===== src/rtl/uart_alu_wrap.sv =====
// uart_alu_wrap: UART packet engine answering echo / add32 / mul32 commands.
// 8N1 serial in and out, byte FIFO between the command parser and the transmitter.

module uart_rx #(
   parameter logic [15:0] Prescale = 16'd27
) (
   input  logic       clk,
   input  logic       rst,
   input  logic       rxd,
   output logic [7:0] tdata,
   output logic       tvalid,
   input  logic       tready
);
   localparam logic [18:0] BitLen  = {Prescale, 3'b000};
   localparam logic [18:0] HalfLen = {1'b0, Prescale, 2'b00};

   logic [1:0]  sync;
   logic        busy;
   logic [18:0] tmr;
   logic [3:0]  idx;
   logic [7:0]  sh;

   // bit timer samples start/data/stop near bit centre; bad stop drops the byte
   always_ff @(posedge clk or posedge rst) begin
      if (rst) begin
         sync   <= 2'b11;
         busy   <= 1'b0;
         tmr    <= '0;
         idx    <= '0;
         sh     <= '0;
         tdata  <= '0;
         tvalid <= 1'b0;
      end else begin
         sync <= {sync[0], rxd};
         if (tvalid && tready) tvalid <= 1'b0;
         if (!busy) begin
            if (!sync[1]) begin
               busy <= 1'b1;
               tmr  <= HalfLen - 19'd1;
               idx  <= '0;
            end
         end else if (tmr != '0) begin
            tmr <= tmr - 19'd1;
         end else begin
            tmr <= BitLen - 19'd1;
            if (idx == 4'd0) begin
               if (sync[1]) busy <= 1'b0;
               else idx <= 4'd1;
            end else if (idx != 4'd9) begin
               sh  <= {sync[1], sh[7:1]};
               idx <= idx + 4'd1;
            end else begin
               busy <= 1'b0;
               if (sync[1] && (!tvalid || tready)) begin
                  tvalid <= 1'b1;
                  tdata  <= sh;
               end
            end
         end
      end
   end
endmodule

module uart_tx #(
   parameter logic [15:0] Prescale = 16'd27
) (
   input  logic       clk,
   input  logic       rst,
   input  logic [7:0] tdata,
   input  logic       tvalid,
   output logic       tready,
   output logic       txd
);
   localparam logic [18:0] BitLen = {Prescale, 3'b000};

   logic        busy;
   logic [18:0] tmr;
   logic [3:0]  idx;
   logic [8:0]  sh;

   assign tready = !busy;

   // shift out start bit, 8 data bits LSB first, then stop bit
   always_ff @(posedge clk or posedge rst) begin
      if (rst) begin
         busy <= 1'b0;
         tmr  <= '0;
         idx  <= '0;
         sh   <= '1;
         txd  <= 1'b1;
      end else if (!busy) begin
         if (tvalid) begin
            busy <= 1'b1;
            txd  <= 1'b0;
            sh   <= {1'b1, tdata};
            idx  <= '0;
            tmr  <= BitLen - 19'd1;
         end
      end else if (tmr != '0) begin
         tmr <= tmr - 19'd1;
      end else if (idx != 4'd9) begin
         txd <= sh[0];
         sh  <= {1'b1, sh[8:1]};
         idx <= idx + 4'd1;
         tmr <= BitLen - 19'd1;
      end else begin
         busy <= 1'b0;
      end
   end
endmodule

module uart_alu_wrap #(
   parameter logic [15:0] Prescale = 16'd27
) (
   input  logic clk_i,
   input  logic reset_i,
   input  logic rx_data_i,
   output logic tx_data_o
);
   typedef enum logic [2:0] {HDR0, HDR1, LENL, LENH, PAYLOAD, RESP} state_t;

   state_t      state, nxt;
   logic [7:0]  rx_byte, op, len_lo, push_data;
   logic        rx_valid, rx_ready, take, push, arith, last;
   logic [15:0] plen, pcnt, len_full;
   logic [31:0] acc, word, nword;
   logic [1:0]  ridx;
   logic [7:0]  mem [8];
   logic [2:0]  wp, rp;
   logic [3:0]  fcnt;
   logic        full, empty, pop, tx_ready;

   uart_rx #(.Prescale(Prescale)) u_rx (
      .clk(clk_i), .rst(reset_i), .rxd(rx_data_i),
      .tdata(rx_byte), .tvalid(rx_valid), .tready(rx_ready)
   );

   uart_tx #(.Prescale(Prescale)) u_tx (
      .clk(clk_i), .rst(reset_i), .tdata(mem[rp]),
      .tvalid(!empty), .tready(tx_ready), .txd(tx_data_o)
   );

   assign full     = fcnt == 4'd8;
   assign empty    = fcnt == 4'd0;
   assign pop      = tx_ready && !empty;
   assign arith    = (op == 8'hA5) || (op == 8'hB4);
   assign len_full = {rx_byte, len_lo};
   assign nword    = {rx_byte, word[31:8]};
   assign last     = (pcnt + 16'd1) == plen;
   assign rx_ready = (state != RESP) && !full;
   assign take     = rx_valid && rx_ready;

   // packet state register
   always_ff @(posedge clk_i or posedge reset_i) begin
      if (reset_i) state <= HDR0;
      else state <= nxt;
   end

   // next state and FIFO push source (echo byte or result byte)
   always_comb begin
      nxt       = state;
      push      = 1'b0;
      push_data = rx_byte;
      unique case (state)
         HDR0: if (take) nxt = HDR1;
         HDR1: if (take) nxt = LENL;
         LENL: if (take) nxt = LENH;
         LENH: if (take) begin
            if (len_full > 16'd4) nxt = PAYLOAD;
            else if (arith) nxt = RESP;
            else nxt = HDR0;
         end
         PAYLOAD: if (take) begin
            push = op == 8'hEC;
            if (last) nxt = arith ? RESP : HDR0;
         end
         RESP: if (!full) begin
            push      = 1'b1;
            push_data = acc[{ridx, 3'b000} +: 8];
            if (ridx == 2'd3) nxt = HDR0;
         end
         default: nxt = HDR0;
      endcase
   end

   // header capture, payload counting and word accumulation
   always_ff @(posedge clk_i or posedge reset_i) begin
      if (reset_i) begin
         op     <= '0;
         len_lo <= '0;
         plen   <= '0;
         pcnt   <= '0;
         acc    <= '0;
         word   <= '0;
         ridx   <= '0;
      end else begin
         if (take && state == HDR0) begin
            op   <= rx_byte;
            acc  <= (rx_byte == 8'hB4) ? 32'd1 : 32'd0;
            pcnt <= '0;
            word <= '0;
            ridx <= '0;
         end
         if (take && state == LENL) len_lo <= rx_byte;
         if (take && state == LENH)
            plen <= (len_full > 16'd4) ? len_full - 16'd4 : 16'd0;
         if (take && state == PAYLOAD) begin
            pcnt <= pcnt + 16'd1;
            word <= nword;
            if (pcnt[1:0] == 2'd3)
               acc <= (op == 8'hA5) ? acc + nword : acc * nword;
         end
         if (push && state == RESP) ridx <= ridx + 2'd1;
      end
   end

   // FIFO pointers and occupancy
   always_ff @(posedge clk_i or posedge reset_i) begin
      if (reset_i) begin
         wp   <= '0;
         rp   <= '0;
         fcnt <= '0;
      end else begin
         if (push) wp <= wp + 3'd1;
         if (pop) rp <= rp + 3'd1;
         fcnt <= fcnt + {3'b000, push} - {3'b000, pop};
      end
   end

   // FIFO storage
   always_ff @(posedge clk_i) begin
      if (push) mem[wp] <= push_data;
   end
endmodule


===== config.mk =====
export PLATFORM = sky130hd
export DESIGN_NAME = uart_alu_wrap
export DESIGN_NICKNAME = d
export VERILOG_FILES = /design/src/rtl/uart_alu_wrap.sv
export SDC_FILE = /design/constraint.sdc
export NUM_CORES = 2
export LEC_CHECK = 0
export CAP_MARGIN = 20
export CORE_ASPECT_RATIO = 1.5
export CORE_MARGIN = 2
export CORE_UTILIZATION = 40
export DETAILED_ROUTE_END_ITERATION = 6
export GPL_ROUTABILITY_DRIVEN = 0
export PLACE_DENSITY = 0.57
export SYNTH_ARGS = -nofsm -noshare
export SYNTH_HDL_FRONTEND = slang
export SYNTH_SLANG_ARGS = --single-unit

===== constraint.sdc =====
create_clock -name clk_i -period 17.7 [get_ports clk_i]
set_input_delay 3.54 -clock clk_i [delete_from_list [all_inputs] [get_ports clk_i]]
set_output_delay 3.54 -clock clk_i [all_outputs]
set_load 0.01 [all_outputs]

==> key figures <==
Placed design
  • PortBufs: 3
  • HPWL Detailed: about 60 mm

Logic synthesis
  • Post-Synthesis Cells: about 3000
  • Synth cell types: 74
  • Post-synth ARST share: between 70% and 80%
  • Yosys warns: 0
  • Top FF cell, synth: dfrtp_1
  • Syn_nets: between 3000 and 4000
  • Mapped Area: 0.0292 mm²
  • Avg Inst Size Synth: 9.64 µm²
  • Post-synth EDFFs: 64
  • Post-synthesis sequential area ratio: 23.4%
  • Synth Register Bits: 259

Cells and area
  • Area grow syn2layout: 6.90%
  • Share of layout cells above drive strength 1: 6.10%
  • N_diodes: 0
  • Final nets: 3535

Die
  • Die Y: 335 µm
  • Row cnt: 121
  • Die W: 224 µm
  • Die ar.: 0.0751 mm²
  • Core area: 0.0724 mm²
  • Starting Density: about 40%
  • Boundary pin count: 4

Critical path
  • Worst reg2reg path endpoint: acc[31]$_DFF_PP0_
  • Worst Setup End Kind: flop
  • Most frequent cell on the critical path: fa_1
  • Critical path, cell by cell: buf_4 -> ha_1 -> fa_1 -> inv_1 -> fa_1 -> fa_1 -> inv_1 -> fa_1 -> fa_1 -> fa_1 -> fa_1 -> fa_1 -> ha_1 -> and2_1 -> and3_1 -> a221o_1 -> and2_1 -> a311o_1 -> a31oi_1 -> o21bai_1 -> a21oi_1 -> xnor2_1 -> o211ai_1
  • FF-to-FF path depth: 23
  • Crit start category: flop
  • Worst-path fanout max: 13
  • Critical path arrival: 8310 ps
  • Worst R2R Setup Slack: about 9800 ps
  • Worst r2r src: word[19]$_DFFE_PP0P_
  • CP peak stage delay: 620 ps
  • CP max stage cell: dfrtp_1
  • Crit. Startpoint: word[19]$_DFFE_PP0P_
  • Worst Path Required: 18150 ps
  • Setup CP Type: flop to flop
  • Worst setup path endpoint: acc[31]$_DFF_PP0_

Timing
  • Tmin final: approximately 7900 ps
  • Final hold violations: 0
  • Least-Margin Pin Slew: 997 ps
  • RSZ-0062 raised after global routing: no
  • Slew Viols, Final: 0
  • Slew HR: around a third
  • TNS Setup: 0 ps
  • Final worst-path cycle share: 44.4%
  • Skew final: 17.8 ps
  • Fin Hold WS: 359 ps
  • Fmax: 0.127 GHz
  • Setup Viol. Count Final: 0

Pwr
  • PwrDens: 39.9 mW/mm²
  • Lkg Pwr: roughly 0.014 µW
  • Worst IR Drop VDD: 0.0000570 V

Run status
  • Status: complete, no violations

Clock tree
  • Max H-tree Level: 1
  • Gates resized, CTS repair: 0
  • Clock root cell: clkbuf_16
  • Clk sink count: 259
  • CTS Buffer Depth: 3
  • Cts bufs inserted: 27
  • Hold Buf Count CTS: 0
  • Clock slew at reported path FFs: 70 ps
  • Clock insertion delay at the later pin of the skew report: 580 ps
  • Post-CTS setup buffers: 0
  • CTS tree: done

Route
  • DRC: 0
  • Mean routed wirelength per cell: 21.7 µm
  • Drt total wl: 84.5 mm
  • Initial DRC count: 1385
  • Routed Antenna Nets: 0
  • Pre-antenna DRT Iters: 5
  • Vias/cell: 5.49
  • Vias: between 20000 and 25000

GRT
  • Grt ovf: 0
  • First-pass GRT wire length: 134 mm
  • Vias in the first global route: 23570
  • Initial antenna violation count: 4
  • Total GRT Usage: 23.2%
  • Largest net degree at the start of global routing: 128

Hold path
  • HP Class: flop to flop

Run
  • Max Cap Viol: 0
==> critical path: cells and delay by family (launching register included) <==
kind / cells / cell delay [ps]
fa+ha+maj: 10 / 4600
compound gates: 6 / 1330
flops: 1 / 620
simple gates: 3 / 570
buf+inv: 3 / 470
xor+xnor: 1 / 130
==> cell type report <==
cell class / instances / area [µm²]
clock buffers: 30 / 687
multi-input cells: 2192 / 20200
clock inverters: 19 / 255
well taps: 922 / 1150
flip-flops and latches: 259 / 6820
fillers: 6945 / 41200
inverters: 415 / 1570
repair buffers: 54 / 493
==> metrics by stage <==
| stage | std cells | total power (µW) | cell area (µm²) | utilization (%) | setup slack [ps] |
|---|---|---|---|---|---|
| after floorplan | 3024 | 629 | 29200 | - | 8870 |
| after global placement | 3837 | 632 | 30100 | 41.6 | 9910 |
| after detailed placement | 3838 | 633 | 30100 | 41.6 | 9780 |
| after CTS | 3887 | 1260 | 31100 | 42.9 | 9780 |
| after global routing | 3891 | 1280 | 31200 | 43.1 | 9410 |
| final | 3891 | 1240 | 31200 | 43.1 | 9840 |
==> sequential cells by signal, summed over array words and instances, names as in the netlist, 4 cells and up <==
name and flops:
mem 64, plen 16, fcnt 4, u_tx.tmr 19, word 24, u_rx.tmr 19
u_tx.sh 8, u_rx.idx 4, acc 32, len_lo 8, u_rx.sh 8, u_rx.tdata 8
u_tx.idx 4, pcnt 16, op 8
==> Yosys cell counts (all sizes together), types with 22 or more instances <==
library cell | count | area, µm²
dfrtp | 184 | 4600
xnor2 | 114 | 998
edfxtp | 64 | 1920
a21oi | 94 | 470
o21ai | 134 | 671
and2 | 308 | 1930
ha | 173 | 2160
clkbuf | 152 | 571
nand2 | 389 | 1460
nor3 | 36 | 191
xor2 | 50 | 438
a22o | 35 | 307
mux2 | 31 | 349
fa | 410 | 8210
nand3 | 24 | 120
inv | 415 | 1560
nor2 | 124 | 465
mux4 | 24 | 541
o31ai | 22 | 165
==> cells by family (layout without fill, tap and decap cells) <==
family / after synthesis / after routing / share of synthesized area [%]
AO/OA/AOI/OAI: 395 / 395 / 8.57
buffers and inverters: 573 / 518 / 7.38
AND/OR/NAND/NOR: 982 / 982 / 16.7
XOR/XNOR: 164 / 164 / 4.93
flip-flops: 259 / 259 / 23.4
multiplexers: 68 / 68 / 3.50
adder cells (fa/ha/maj): 583 / 583 / 35.6
==> report_power, final <==
group | total (µW) | switching (µW) | leakage (µW) | internal (µW)
Sequential | 610 | 0.319 | 0.00309 | 610
Combinational | 9.85 | 9.07 | 0.0110 | 0.760
Clock | 623 | 266 | 0.000447 | 357
==> cells in the final DEF, fill, tap and decap left out, types with 22 or more instances in the layout <==
master,count
mux4_2,24
nor3_1,34
xnor2_1,114
nand3_1,24
a21oi_1,94
and2_1,308
xor2_1,50
nor2_1,122
clkbuf_16,27
o21ai_0,133
edfxtp_1,64
a22o_1,35
inv_1,414
buf_4,46
dfrtp_1,182
mux2_2,31
ha_1,173
o31ai_1,22
fa_1,410
nand2_1,389
==> worst min-delay path by stage <==
stage | startpoint | endpoint | slack, ps | depth (start not counted)
2_1_floorplan | u_rx.sync[0]$_DFF_PP1_ | u_rx.sync[1]$_DFF_PP1_ | 350 | 0
3_3_place_gp | u_rx.sync[0]$_DFF_PP1_ | u_rx.sync[1]$_DFF_PP1_ | 350 | 0
3_5_place_dp | u_rx.sync[0]$_DFF_PP1_ | u_rx.sync[1]$_DFF_PP1_ | 360 | 0
4_1_cts | u_rx.sync[0]$_DFF_PP1_ | u_rx.sync[1]$_DFF_PP1_ | 360 | 0
5_1_grt | u_rx.sync[0]$_DFF_PP1_ | u_rx.sync[1]$_DFF_PP1_ | 370 | 0
6_report | u_rx.sync[0]$_DFF_PP1_ | u_rx.sync[1]$_DFF_PP1_ | 360 | 0
==> metal layers <==
metal	part of all wire [%]	up-vias	wire length (µm)	track usage (%)
met3	4.3	239	3620	2.14
met5	0	-	0	0
met4	6.4	0	5400	12.8
met2	52	645	44300	42.9
li1	-	9527	-	-
met1	37	10944	31200	26.0
(Power assumes the default switching activity.)
